<file path="src/rtl/deposit_money_pkg.sv">
`default_nettype none
// ==========================================================================
// vending_pkg -- coin codes, debouncer states and money width for intake.
// Revision: 1.0
// ==========================================================================
package vending_pkg;

   localparam int MONEY_W = 4;

   localparam logic [1:0] COIN_NONE = 2'b00;
   localparam logic [1:0] COIN_1    = 2'b01;
   localparam logic [1:0] COIN_2    = 2'b10;
   localparam logic [1:0] COIN_5    = 2'b11;

   typedef enum logic [1:0] {
      DB_IDLE         = 2'd0,
      DB_COUNT        = 2'd1,
      DB_WAIT_RELEASE = 2'd2
   } db_state_e;

   function automatic logic [MONEY_W-1:0] coin_value(input logic [1:0] code);
      case (code)
         COIN_1:  return 4'd1;
         COIN_2:  return 4'd2;
         COIN_5:  return 4'd5;
         default: return 4'd0;
      endcase
   endfunction

endpackage
`default_nettype wire

</file>
<file path="src/rtl/deposit_money_if.sv">
`default_nettype none
// ==========================================================================
// deposit_money_if -- coin slot, cancel, withdraw and refund signal bundle.
// Revision: 1.0
// ==========================================================================
interface deposit_money_if;
   import vending_pkg::*;

   logic [1:0]         coin_in;
   logic               cancel;
   logic               withdraw_req;
   logic [MONEY_W-1:0] withdrawmoney;
   logic [MONEY_W-1:0] pmoney;
   logic               withdraw_ack;
   logic               withdraw_err;
   logic               coin_reject;
   logic               refund_valid;
   logic [MONEY_W-1:0] refund_amount;
   logic               full;

   modport master (
      output coin_in, cancel, withdraw_req, withdrawmoney,
      input  pmoney, withdraw_ack, withdraw_err, coin_reject,
             refund_valid, refund_amount, full
   );

   modport slave (
      input  coin_in, cancel, withdraw_req, withdrawmoney,
      output pmoney, withdraw_ack, withdraw_err, coin_reject,
             refund_valid, refund_amount, full
   );

endinterface
`default_nettype wire

</file>
<file path="src/rtl/deposit_money_coin_debounce.sv">
`default_nettype none
// ==========================================================================
// coin_debounce -- accepts a coin after DEBOUNCE_CYCLES identical samples.
// Revision: 1.0
// ==========================================================================
module coin_debounce
   import vending_pkg::*;
#(
   parameter int DEBOUNCE_CYCLES = 4
) (
   input  wire logic       clock,
   input  wire logic       reset_n,
   input  wire logic [1:0] coin_in,
   output logic            coin_valid,
   output logic [1:0]      coin_code
);

   localparam logic [4:0] DEB_LIMIT = 5'(DEBOUNCE_CYCLES);

   db_state_e  state_q, state_d;
   logic [3:0] cnt_q, cnt_d;
   logic [1:0] code_q, code_d;
   logic       coin_valid_q, coin_valid_d;

   always_ff @(posedge clock or negedge reset_n) begin
      if (!reset_n) begin
         state_q      <= DB_IDLE;
         cnt_q        <= 4'd0;
         code_q       <= COIN_NONE;
         coin_valid_q <= 1'b0;
      end else begin
         state_q      <= state_d;
         cnt_q        <= cnt_d;
         code_q       <= code_d;
         coin_valid_q <= coin_valid_d;
      end
   end

   always_comb begin
      state_d      = state_q;
      cnt_d        = cnt_q;
      code_d       = code_q;
      coin_valid_d = 1'b0;
      case (state_q)
         DB_IDLE: begin
            if (coin_in != COIN_NONE) begin
               code_d  = coin_in;
               cnt_d   = 4'd1;
               state_d = DB_COUNT;
            end
         end
         DB_COUNT: begin
            if (coin_in == code_q) begin
               cnt_d = cnt_q + 4'd1;
               if (({1'b0, cnt_q} + 5'd1) == DEB_LIMIT) begin
                  coin_valid_d = 1'b1;
                  state_d      = DB_WAIT_RELEASE;
               end
            end else if (coin_in == COIN_NONE) begin
               cnt_d   = 4'd0;
               state_d = DB_IDLE;
            end else begin
               // a different nonzero code restarts the run with the new coin
               code_d = coin_in;
               cnt_d  = 4'd1;
            end
         end
         DB_WAIT_RELEASE: begin
            if (coin_in == COIN_NONE) begin
               cnt_d   = 4'd0;
               state_d = DB_IDLE;
            end
         end
         default: begin
            cnt_d   = 4'd0;
            state_d = DB_IDLE;
         end
      endcase
   end

   assign coin_valid = coin_valid_q;
   assign coin_code  = code_q;

endmodule
`default_nettype wire

</file>
<file path="src/rtl/deposit_money.sv">
`default_nettype none
// ==========================================================================
// deposit_money -- debounced coin intake, saturating balance, withdraw/refund.
// Revision: 1.0
// ==========================================================================
module deposit_money
   import vending_pkg::*;
#(
   parameter int MAX_BALANCE     = 15,
   parameter int DEBOUNCE_CYCLES = 4
) (
   input  wire logic       clock,
   input  wire logic       reset_n,
   deposit_money_if.slave  bus
);

   localparam logic [4:0] MAX_W = 5'(MAX_BALANCE);

   logic       coin_valid;
   logic [1:0] coin_code;

   logic [MONEY_W-1:0] pmoney_q, pmoney_d;
   logic [MONEY_W-1:0] refund_amount_q, refund_amount_d;
   logic               withdraw_ack_q, withdraw_ack_d;
   logic               withdraw_err_q, withdraw_err_d;
   logic               coin_reject_q, coin_reject_d;
   logic               refund_valid_q, refund_valid_d;

   logic [4:0] bal_w, wamt_w, coin_w, draw_w, net_w;

   coin_debounce #(
      .DEBOUNCE_CYCLES (DEBOUNCE_CYCLES)
   ) u_coin_debounce (
      .clock      (clock),
      .reset_n    (reset_n),
      .coin_in    (bus.coin_in),
      .coin_valid (coin_valid),
      .coin_code  (coin_code)
   );

   always_ff @(posedge clock or negedge reset_n) begin
      if (!reset_n) begin
         pmoney_q        <= '0;
         refund_amount_q <= '0;
         withdraw_ack_q  <= 1'b0;
         withdraw_err_q  <= 1'b0;
         coin_reject_q   <= 1'b0;
         refund_valid_q  <= 1'b0;
      end else begin
         pmoney_q        <= pmoney_d;
         refund_amount_q <= refund_amount_d;
         withdraw_ack_q  <= withdraw_ack_d;
         withdraw_err_q  <= withdraw_err_d;
         coin_reject_q   <= coin_reject_d;
         refund_valid_q  <= refund_valid_d;
      end
   end

   // 5-bit working values so the ceiling compare can never wrap
   always_comb begin
      bal_w           = {1'b0, pmoney_q};
      wamt_w          = {1'b0, bus.withdrawmoney};
      coin_w          = {1'b0, coin_value(coin_code)};
      draw_w          = 5'd0;
      net_w           = bal_w;
      pmoney_d        = pmoney_q;
      refund_amount_d = refund_amount_q;
      withdraw_ack_d  = 1'b0;
      withdraw_err_d  = 1'b0;
      coin_reject_d   = 1'b0;
      refund_valid_d  = 1'b0;

      if (bus.cancel) begin
         refund_amount_d = pmoney_q;
         refund_valid_d  = 1'b1;
         pmoney_d        = '0;
         coin_reject_d   = coin_valid;
         withdraw_err_d  = bus.withdraw_req;
      end else begin
         if (bus.withdraw_req) begin
            if ((wamt_w != 5'd0) && (wamt_w <= bal_w)) begin
               draw_w         = wamt_w;
               withdraw_ack_d = 1'b1;
            end else begin
               withdraw_err_d = 1'b1;
            end
         end
         net_w = bal_w - draw_w;
         if (coin_valid) begin
            if ((net_w + coin_w) <= MAX_W) begin
               net_w = net_w + coin_w;
            end else begin
               coin_reject_d = 1'b1;
            end
         end
         pmoney_d = net_w[MONEY_W-1:0];
      end
   end

   assign bus.pmoney        = pmoney_q;
   assign bus.refund_amount = refund_amount_q;
   assign bus.withdraw_ack  = withdraw_ack_q;
   assign bus.withdraw_err  = withdraw_err_q;
   assign bus.coin_reject   = coin_reject_q;
   assign bus.refund_valid  = refund_valid_q;
   assign bus.full          = ({1'b0, pmoney_q} == MAX_W);

endmodule
`default_nettype wire

</file>
<file path="src/flat_wrapper.sv">
// flat-port wrapper written by rule: the top's interface ports become plain ports
module deposit_money_flat import vending_pkg::*;
#(
   parameter int MAX_BALANCE     = 15,
   parameter int DEBOUNCE_CYCLES = 4
)
  (clock, reset_n, bus_coin_in, bus_cancel, bus_withdraw_req, bus_withdrawmoney, bus_pmoney, bus_withdraw_ack, bus_withdraw_err, bus_coin_reject, bus_refund_valid, bus_refund_amount, bus_full);
  deposit_money_if bus_i ();
  input  wire logic clock;
  input  wire logic reset_n;
  input wire logic [$bits(bus_i.coin_in)-1:0] bus_coin_in;
  input wire logic [$bits(bus_i.cancel)-1:0] bus_cancel;
  input wire logic [$bits(bus_i.withdraw_req)-1:0] bus_withdraw_req;
  input wire logic [$bits(bus_i.withdrawmoney)-1:0] bus_withdrawmoney;
  output wire logic [$bits(bus_i.pmoney)-1:0] bus_pmoney;
  output wire logic [$bits(bus_i.withdraw_ack)-1:0] bus_withdraw_ack;
  output wire logic [$bits(bus_i.withdraw_err)-1:0] bus_withdraw_err;
  output wire logic [$bits(bus_i.coin_reject)-1:0] bus_coin_reject;
  output wire logic [$bits(bus_i.refund_valid)-1:0] bus_refund_valid;
  output wire logic [$bits(bus_i.refund_amount)-1:0] bus_refund_amount;
  output wire logic [$bits(bus_i.full)-1:0] bus_full;
  assign bus_i.coin_in = bus_coin_in;
  assign bus_i.cancel = bus_cancel;
  assign bus_i.withdraw_req = bus_withdraw_req;
  assign bus_i.withdrawmoney = bus_withdrawmoney;
  assign bus_pmoney = bus_i.pmoney;
  assign bus_withdraw_ack = bus_i.withdraw_ack;
  assign bus_withdraw_err = bus_i.withdraw_err;
  assign bus_coin_reject = bus_i.coin_reject;
  assign bus_refund_valid = bus_i.refund_valid;
  assign bus_refund_amount = bus_i.refund_amount;
  assign bus_full = bus_i.full;
  deposit_money #(.MAX_BALANCE(MAX_BALANCE), .DEBOUNCE_CYCLES(DEBOUNCE_CYCLES)) u_core (.clock(clock), .reset_n(reset_n), .bus(bus_i));
endmodule
</file>
<file path="config.mk">
export PLATFORM = sky130hd
export DESIGN_NAME = deposit_money_flat
export DESIGN_NICKNAME = d
export VERILOG_FILES = /design/src/rtl/deposit_money_pkg.sv /design/src/rtl/deposit_money_if.sv /design/src/rtl/deposit_money_coin_debounce.sv /design/src/rtl/deposit_money.sv /design/src/flat_wrapper.sv
export SDC_FILE = /design/constraint.sdc
export NUM_CORES = 1
export LEC_CHECK = 0
export BUFFER_PORTS_ARGS = -buffer_cell sky130_fd_sc_hd__buf_2
export CORE_MARGIN = 10
export CORE_UTILIZATION = 45
export CTS_CLUSTER_DIAMETER = 40
export DETAILED_ROUTE_END_ITERATION = 8
export GPL_TIMING_DRIVEN = 0
export PLACE_DENSITY = 0.66
export SLEW_MARGIN = 0
export SYNTH_ARGS = -nofsm -noshare
export SYNTH_HDL_FRONTEND = slang
export SYNTH_SLANG_ARGS = --single-unit
export TNS_END_PERCENT = 5
</file>
<file path="constraint.sdc">
create_clock -name clock -period 8 [get_ports clock]
set_input_delay 0.8 -clock clock [delete_from_list [all_inputs] [get_ports clock]]
set_output_delay 0.8 -clock clock [all_outputs]
set_load 0.1 [all_outputs]
</file>
==> impl_metrics.yaml <==
outcome:
  status: "finished, final reports clean"
floorplanning:
  chipHeight_um: 75.8
  core_area_um2: 3030
  initial_core_util_pct: 46.3
  die_w_um: 75.8
  row_count: 20
  ios: 23
  die-area_um2: 5750
clock_tree:
  clock_path_buffers: 2
  insertion_delay_ns: 0.30
  postCtsHoldBufs: 0
  htree_num_levels: 1
  cts_resized: 0
  cts-root-buf: "clkbuf_4"
  cts_setup_buffers: 0
  tritoncts: "built"
  clk_pin_slew_worst_paths_ns: 0.11
  clock-sinks: 21
  cts_buffers: 3
setup_path:
  startpoint: "bus_withdrawmoney[1]"
  crit_path_start_kind: "input port"
  critPathRequiredTime_ns: 8.22
  arrival_ns: 4.41
  cp_max_fo: 6
  r2r-start: "u_core.bus.pmoney[1]$_DFF_PN0_"
  crit_path_end_kind: "flip-flop"
  critPathKind: "in -> reg"
timing:
  rsz0062_at_grt: "no"
  drv_slew: 0
  tightest_slew_ns: 0.483
  whs_ns: 0.421
  hold_violations: 0
  skew_ns: 0.00219
  post-route-period-util_pct: 52.5
  fmax_ghz: 0.238
  setup_viol: 0
  maxSlewHeadroom_pct: 67.8
  tns_ns: 0
  period_needed_ns: 4.20
power:
  ir_drop_uv: 92.4
  p_int_mw: 0.256
  p_sw_share_pct: 55.0
  leakagePower_nw: 0.756
  p_clk_share_pct: 8.8
  switchingPower_mw: 0.312
  p_per_area_nw_per_um2: 356
  power_frac_comb_pct: 65.1
  finalPower_mw: 0.568
  seqPwrFrac_pct: 26.1
final_layout:
  final_cell_mix: "22 x buf_2, 21 x dfrtp_1, 13 x inv_1, 13 x ha_1"
  drive_gt1_share_pct: 22.8
  area_growth_syn_to_layout_pct: 13.7
  diodes: 0
  finalInstanceArea_um2: 1600
  final_core_util_pct: 52.7
  nets: 193
  mostFrequentLayoutCell: "buf_2"
place:
  postPlaceCellArea_um2: 1570
  hpwlAfterDp_um: 2350
  io_buffers: 22
  place.gp.congestion: 0.802
synth:
  ys_types: 41
  ys_seq_area_share_pct: 37.5
  synth_cells: 141
  ys_warn_count: 0
  syn_nets: 166
  syn_avg_cell_area_um2: 9.95
  synth-seq-cells: 21
  synth.cell_area_um2: 1400
global_route:
  busiest_layer: "met2"
  gr-usage-met3_pct: 4.04
  grt_util_all_layers_pct: 10.9
  met1_usage_pct: 12.9
  overflow: 0
  grt_pass1_wl_um: 4890
  met2_usage_pct: 18.1
  grt_pass1_vias: 1122
  antenna_found_initial: 0
  grt_max_degree: 22
worst_hold_path:
  min_path_type: "in -> async"
routing:
  wirelength_um: 2840
  drtIter0Drc: 35
  wl_per_cell_um: 13.5
  dr.pass1.iters: 4
  ant_nets: 0
  avgViaCountPerCell: 5.26
  drc: 0
  num_vias: 1109
run:
  maxCapViolations: 0
==> flip-flops by register name (all words and copies together), names as in the netlist, 2 cells and up <==
name	count
u_core.u_coin_debounce.cnt_q	4
u_core.u_coin_debounce.coin_code	2
u_core.u_coin_debounce.state_q	2
u_core.bus.pmoney	4
u_core.bus.refund_amount	4
==> per-layer routing <==
metal,up-vias,wire (um)
met5,-,0
met4,0,23
met3,5,270
met2,30,1260
met1,516,1290
li1,558,-
==> layout make-up <==
| class | count | area, um^2 |
|---|---|---|
| clock buffer | 3 | 22.5 |
| sequential | 21 | 526 |
| timing repair buffer | 22 | 110 |
| multi-input combinational | 105 | 821 |
| tap | 44 | 55.1 |
| clock inverter | 1 | 5.00 |
| inverter | 13 | 48.8 |
| buffer | 2 | 7.51 |
| fill | 282 | 1430 |
==> Yosys cell counts, drive strengths merged <==
| cell | number | area share, % |
|---|---|---|
| ha | 13 | 12 |
| nor4 | 3 | 1.3 |
| a21boi | 2 | 1.1 |
| nor2 | 9 | 2.4 |
| xnor2 | 4 | 2.5 |
| fa | 2 | 2.9 |
| nand2b | 1 | 0.45 |
| or3 | 1 | 0.80 |
| xor2 | 2 | 1.2 |
| maj3 | 1 | 0.71 |
| nand2 | 5 | 1.3 |
| nor2b | 4 | 1.8 |
| nor3 | 2 | 1.1 |
| and3 | 1 | 0.45 |
| and4 | 1 | 0.62 |
| dfrtp | 21 | 37 |
| a211o | 1 | 0.62 |
| a32o | 1 | 0.71 |
| a21o | 3 | 1.6 |
| nor4bb | 1 | 0.71 |
| nand3 | 9 | 3.2 |
| clkbuf | 2 | 0.54 |
| o22a | 1 | 0.62 |
| o21a | 3 | 1.6 |
| o311ai | 1 | 1.9 |
| o22ai | 1 | 0.45 |
| mux2 | 6 | 4.8 |
| or2 | 1 | 0.45 |
| inv | 13 | 3.5 |
| nand4 | 2 | 0.89 |
| a31oi | 1 | 0.45 |
| a21oi | 7 | 2.5 |
| o21ai | 9 | 3.2 |
| nor3b | 1 | 0.54 |
| and2 | 2 | 0.89 |
| a211oi | 1 | 0.54 |
| a311oi | 2 | 1.7 |
| and3b | 1 | 0.89 |
==> cells by family after synthesis <==
group | share of synthesized area (%)
DFF | 37.5
buffers and inverters | 4.01
adders and majority gates | 15.2
muxes | 4.82
and+or+nand+nor | 17.8
xor gates and xnor gates | 3.75
AOI/OAI and AO/OA | 16.9
==> stage by stage <==
step,std cells,setup slack (ns)
6_report,211,3.80
5_1_grt,211,3.47
4_1_cts,211,3.77
3_5_place_dp,207,3.46
3_3_place_gp,207,3.52
2_1_floorplan,141,3.18
==> final timing paths <==
kind                       cells past startpoint  slack (ns)                                           to
max                                           17        3.80               u_core.bus.pmoney[1]$_DFF_PN0_
min                                            1        0.42             u_core.bus.coin_reject$_DFF_PN0_
max reg2reg                                   17        3.83               u_core.bus.pmoney[1]$_DFF_PN0_
min reg2reg                                    1        0.52  u_core.u_coin_debounce.cnt_q[2]$_DFFE_PN0P_
max in group asynchronous                      1        7.27      u_core.bus.refund_amount[1]$_DFFE_PN0P_
min in group clock                             1        0.52  u_core.u_coin_debounce.cnt_q[2]$_DFFE_PN0P_
==> critical path, stage by stage <==
cell	delay, ns
buf_2	0.12
ha_1	0.28
nor2b_1	0.13
o21a_1	0.16
o21a_1	0.16
o21ai_1	0.30
and3_1	0.21
ha_1	0.16
inv_1	0.06
fa_1	0.54
inv_1	0.09
fa_1	0.43
nor2b_1	0.16
nor2_1	0.11
o311ai_4	0.35
a21boi_1	0.11
a311oi_1	0.24
==> power by group through the flow <==
stage | sequential [mW] | clock (mW) | combinational, mW
floorplan | 0.267 | 0 | 0.185
global placement | 0.150 | 0 | 0.361
detailed placement | 0.151 | 0 | 0.369
CTS | 0.149 | 0.0526 | 0.371
global route | 0.152 | 0.0579 | 0.404
finish | 0.148 | 0.0499 | 0.370
(Power assumes the default switching activity.)
